--- src/rtl/fir_out_decim.sv ---
// Decimate, round, shift and saturate a signed FIR output stream into a small
// AXI-Stream FIFO. Define FIR_DECIM_SATCNT_EN to add the sat_count port and counter.
module fir_out_decim #(
  parameter int IN_W       = 24,
  parameter int OUT_W      = 16,
  parameter int SHIFT      = 8,
  parameter int DECIM      = 4,
  parameter int FIFO_DEPTH = 4
) (
  input  logic             clk,
  input  logic             rst,
  input  logic             s_axis_tvalid,
  output logic             s_axis_tready,
  input  logic [IN_W-1:0]  s_axis_tdata,
  output logic             m_axis_tvalid,
  input  logic             m_axis_tready,
  output logic [OUT_W-1:0] m_axis_tdata
`ifdef FIR_DECIM_SATCNT_EN
  ,
  output logic [15:0]      sat_count
`endif
);

  // Handshake: a transfer happens on a rising edge where valid & ready are both
  // high; valid never waits on ready, and ready here is a plain register.

  localparam int PH_W = (DECIM > 1) ? $clog2(DECIM) : 1;
  localparam int AW   = $clog2(FIFO_DEPTH);
  localparam int CW   = AW + 1;
  localparam int EW   = IN_W + 1;
  localparam logic signed [EW-1:0] SAT_MAX = EW'(2 ** (OUT_W - 1) - 1);
  localparam logic signed [EW-1:0] SAT_MIN = ~SAT_MAX;

  logic [PH_W-1:0]        phase_q, phase_d;
  logic                   st1_vld_q, st1_vld_d;
  logic signed [EW-1:0]   st1_data_q, st1_data_d;
  logic [OUT_W-1:0]       mem_q [FIFO_DEPTH];
  logic [AW-1:0]          wr_ptr_q, rd_ptr_q;
  logic [CW-1:0]          count_q, count_d;
  logic                   tready_q, tready_d;

  logic                   accept, keep, push, pop;
  logic                   sat_hi, sat_lo;
  logic signed [EW-1:0]   rounded;
  logic [OUT_W-1:0]       sat_val;

  assign accept = s_axis_tvalid & tready_q;
  assign keep   = accept & (phase_q == '0);
  assign push   = st1_vld_q;
  assign pop    = (count_q != '0) & m_axis_tready;

  always_comb begin
    rounded    = $signed({s_axis_tdata[IN_W-1], s_axis_tdata}) + (EW'(1) << (SHIFT - 1));
    st1_data_d = keep ? (rounded >>> SHIFT) : st1_data_q;
    st1_vld_d  = keep;
    phase_d    = phase_q;
    if (accept) begin
      phase_d = (phase_q == PH_W'(DECIM - 1)) ? '0 : phase_q + 1'b1;
    end
    sat_hi  = st1_data_q > SAT_MAX;
    sat_lo  = st1_data_q < SAT_MIN;
    sat_val = sat_hi ? SAT_MAX[OUT_W-1:0] :
              sat_lo ? SAT_MIN[OUT_W-1:0] : st1_data_q[OUT_W-1:0];
    count_d  = count_q + CW'(push) - CW'(pop);
    // Next-state occupancy keeps ready exact without looking at m_axis_tready combinationally.
    tready_d = (count_d + CW'(st1_vld_d)) < CW'(FIFO_DEPTH);
  end

  always_ff @(posedge clk or negedge rst) begin
    if (!rst) begin
      phase_q    <= '0;
      st1_vld_q  <= 1'b0;
      st1_data_q <= '0;
      wr_ptr_q   <= '0;
      rd_ptr_q   <= '0;
      count_q    <= '0;
      tready_q   <= 1'b0;
    end else begin
      phase_q    <= phase_d;
      st1_vld_q  <= st1_vld_d;
      st1_data_q <= st1_data_d;
      count_q    <= count_d;
      tready_q   <= tready_d;
      if (push) wr_ptr_q <= wr_ptr_q + 1'b1;
      if (pop)  rd_ptr_q <= rd_ptr_q + 1'b1;
    end
  end

  always_ff @(posedge clk) begin
    if (push) mem_q[wr_ptr_q] <= sat_val;
  end

  assign s_axis_tready = tready_q;
  assign m_axis_tvalid = (count_q != '0);
  assign m_axis_tdata  = m_axis_tvalid ? mem_q[rd_ptr_q] : '0;

`ifdef FIR_DECIM_SATCNT_EN
  logic [15:0] sat_cnt_q;

  always_ff @(posedge clk or negedge rst) begin
    if (!rst) begin
      sat_cnt_q <= '0;
    end else if (push && (sat_hi || sat_lo) && (sat_cnt_q != 16'hFFFF)) begin
      sat_cnt_q <= sat_cnt_q + 16'd1;
    end
  end

  assign sat_count = sat_cnt_q;
`endif

endmodule

--- config.mk ---
export PLATFORM = sky130hd
export DESIGN_NAME = fir_out_decim
export DESIGN_NICKNAME = d
export VERILOG_FILES = /design/src/rtl/fir_out_decim.sv
export SDC_FILE = /design/constraint.sdc
export NUM_CORES = 1
export LEC_CHECK = 0
export CAP_MARGIN = 20
export CORE_ASPECT_RATIO = 1.25
export CORE_MARGIN = 2
export CORE_UTILIZATION = 63
export CTS_BUF_LIST = sky130_fd_sc_hd__clkbuf_16
export CTS_CLUSTER_DIAMETER = 80
export DETAILED_ROUTE_END_ITERATION = 8
export DONT_BUFFER_PORTS = 1
export PLACE_DENSITY = 0.88
export SLEW_MARGIN = 30
export SYNTH_ARGS = -nofsm -noshare
export SYNTH_HDL_FRONTEND = slang
export SYNTH_SLANG_ARGS = --single-unit
--- constraint.sdc ---
create_clock -name clk -period 3.5 [get_ports clk]
set_input_delay 0.35 -clock clk [delete_from_list [all_inputs] [get_ports clk]]
set_output_delay 0.35 -clock clk [all_outputs]
set_load 0.02 [all_outputs]
==> impl_metrics.yaml <==
run_status:
  outcome: "finished clean"
sta:
  setup_ws_ns: 0.814
  hold_ws_ns: 0.172
  final_hold_viol_count: 0
  finalSetupTns_ns: 0
  slew_viol_final: 0
  slew_headroom_pct: 42.1
  rsz0062_at_grt: "false"
  setup_viol: 0
  timing.fmax_ghz: 0.372
  fin_worst_skew_ns: 0.00352
  min_period_ns: 2.69
  worstMarginPinSlew_ns: 0.869
  fin_crit_sh_pct: 76.8
logic_synthesis:
  synth_top_cell_by_area: "edfxtp_1"
  yosysWarnings: 0
  synth_most_common_cell: "edfxtp_1"
  ys_seq_area_share_pct: 64.2
  synth.top_cells.by_count: "edfxtp_1 (64), dfrtp_1 (28), nand2_1 (25), and2_1 (24), mux4_2 (16)"
  post_synth.cell_area_avg_um2: 14.8
  synth.distinct_cells: 35
  netlist_instances: 276
  synthArstFlopShare_pct: 30.4
  synth_seq_cells: 92
  ys_dominant_reg_cell: "edfxtp_1"
  synth-edff-count: 64
  ys_top_cells_by_area: "edfxtp_1 (47%), dfrtp_1 (17%), mux4_2 (8.8%), and2_1 (3.7%), maj3_1 (3.7%)"
  synth_top_area_share_pct: 47.0
  synthesis.nets: 314
  synth_area_mm2: 0.00409
hold_path:
  hold_class: "in2reg"
  min_path_cells: 2
place:
  dp_hpwl_mm: 4.26
  pre_cts_ws_ns: 0.815
  placed_area_mm2: 0.00414
  port_buffers: 0
  place.gp.congestion: 0.715
finish:
  diodes: 0
  postLayoutCellArea_mm2: 0.00446
  drive_gt1_share_pct: 15.3
  nNetsFinal: 314
  filler_cell_count: 406
  area_delta_synth_final_pct: 9.19
critical_path:
  reg2reg_depth: 10
  r2r_slack_ns: 0.81
  worstSetupEndpointType: "register"
  critical_path_class: "reg2reg"
  arrival_ns: 2.94
  cp.required_ns: 3.75
  crit_path_max_fanout: 18
  start_kind: "register"
power_and_ir_drop:
  clock_power_share_pct: 23.7
  power_density_mw_per_mm2: 876
  pwr-share-seq_pct: 44.8
  p_comb_share_pct: 31.4
  power_switching_uw: 1300
  finalPower_uw: 3910
  vdd_ir_drop_max_mv: 0.519
  power.leakage_uw: 0.00160
  p_int_uw: 2610
  power_switching_share_pct: 33.1
detailed_routing:
  totalWireLength_mm: 6.36
  dr.pass1.iters: 4
  ant_nets: 0
  wl_per_cell_um: 17.4
  drtIter0Drc: 119
  vias: 2127
  drc: 0
  drt-vias-per-instance: 5.81
clocking:
  htreeDepth: 3
  clockBufferDepth: 2
  cts_tree: "built"
  clock_latency_ns: 0.33
  cts_num_sinks: 92
  numCtsBuffers: 9
  path_clk_slew_ns: 0.06
  root_buffer: "clkbuf_16"
floorplan:
  rows: 32
  start_util_pct: 65.8
  die_h_um: 94.0
  die-area_mm2: 0.00715
  die_w_um: 76.0
  io-pin-count: 46
  coreArea_mm2: 0.00621
run:
  cap_violations: 0
grt:
  grt_overflow: 0
  antenna_found_initial: 0
  grt_usage_pct: 19.7
  grt_pass1_wl_mm: 10.6
  grt_start_max_net_pins: 29
  first_global_vias: 2164
==> repair_timing <==
item | in CTS | in global routing
hold buffers | 2 | 0
gates resized for setup | 0 | 0
buffers inserted | 0 | 0
endpoints found under the hold margin | 28 | 0
==> power groups by stage <==
stage	Clock (uW)	Combinational (uW)	Sequential (uW)
2_1_floorplan	0	1090	1670
3_3_place_gp	0	1170	1750
3_5_place_dp	0	1230	1770
4_1_cts	936	1250	1750
5_1_grt	979	1370	1790
6_report	928	1230	1750
==> worst max-delay path, cell delays in order (launching register included) <==
cell and delay (ns):
dfrtp_1 0.38, or3_1 0.36, buf_4 0.21, and2_1 0.21, ha_1 0.28, inv_1 0.04
ha_1 0.18, fa_1 0.38, xnor2_1 0.15, xnor2_1 0.24, xor2_1 0.17
==> logic make-up (layout without fill, tap and decap cells) <==
group                      Yosys count  count (layout)  share of synthesized area (%)
xor gates and xnor gates            17              17                           3.64
adders and majority gates           25              25                           6.92
DFF                                 92              92                           64.2
AOI/OAI and AO/OA                   20              20                           2.85
muxes                               17              17                           9.09
and+or+nand+nor                     79              79                           10.6
buffers and inverters               26              31                           2.76
==> area by class of cell <==
class / instances / area (um^2) / share of cell area, %
sequential: 92 / 2620 / 58.8
multi-input combinational: 158 / 1350 / 30.3
clock buffer: 9 / 225 / 5.05
tap: 85 / 106 / 2.38
clock inverter: 7 / 66.3 / 1.49
timing repair buffer: 5 / 52.6 / 1.18
inverter: 10 / 37.5 / 0.841
==> per-stage QoR <==
step / cells / util [%]
floorplan: 276 / -
global placement: 348 / 66.7
detailed placement: 348 / 66.7
CTS: 366 / 71.9
global route: 366 / 71.9
finish: 366 / 71.9
==> sequential cells by signal, indices dropped and copies added (netlist names) <==
register       cells
count_q            3
mem_q             64
phase_q            2
push               1
rd_ptr_q           2
s_axis_tready      1
st1_data_q        17
wr_ptr_q           2
==> placed cells by master (no fill, tap or decap), types with 2 or more instances in the layout <==
cell type	Yosys	final
clkinv_2	0	3
and2_1	24	24
inv_1	10	10
buf_4	1	3
nor3_1	2	2
a31oi_1	2	2
nand4_1	6	6
nand3_1	9	9
clkbuf_16	0	9
nor2_1	4	4
xor2_1	12	12
mux4_2	16	16
ha_1	9	9
a31o_2	2	2
and3_2	2	2
o21ai_0	13	13
dfrtp_1	28	28
maj3_1	15	15
xnor2_1	5	5
nand2_1	25	25
edfxtp_1	64	64
==> path summary, 6_finish.rpt <==
check | from | end
max in group asynchronous | rst | st1_data_q[11]
setup / recovery | count_q[1] | s_axis_tready
hold reg to reg | st1_data_q[1] | st1_data_q[1]
min in group asynchronous | rst | rd_ptr_q[0]
hold / removal | s_axis_tdata[23] | st1_data_q[16]
setup reg to reg | count_q[1] | s_axis_tready
==> layer usage <==
metal / routed length [um] / vias up / global-route usage [%]
li1: - / 1016 / -
met4: 70 / 0 / 7.27
met5: 0 / - / 0
met2: 3290 / 51 / 33.0
met1: 2760 / 1053 / 26.2
met3: 246 / 7 / 3.75
Note: power is estimated with default switching activity, not from simulation.
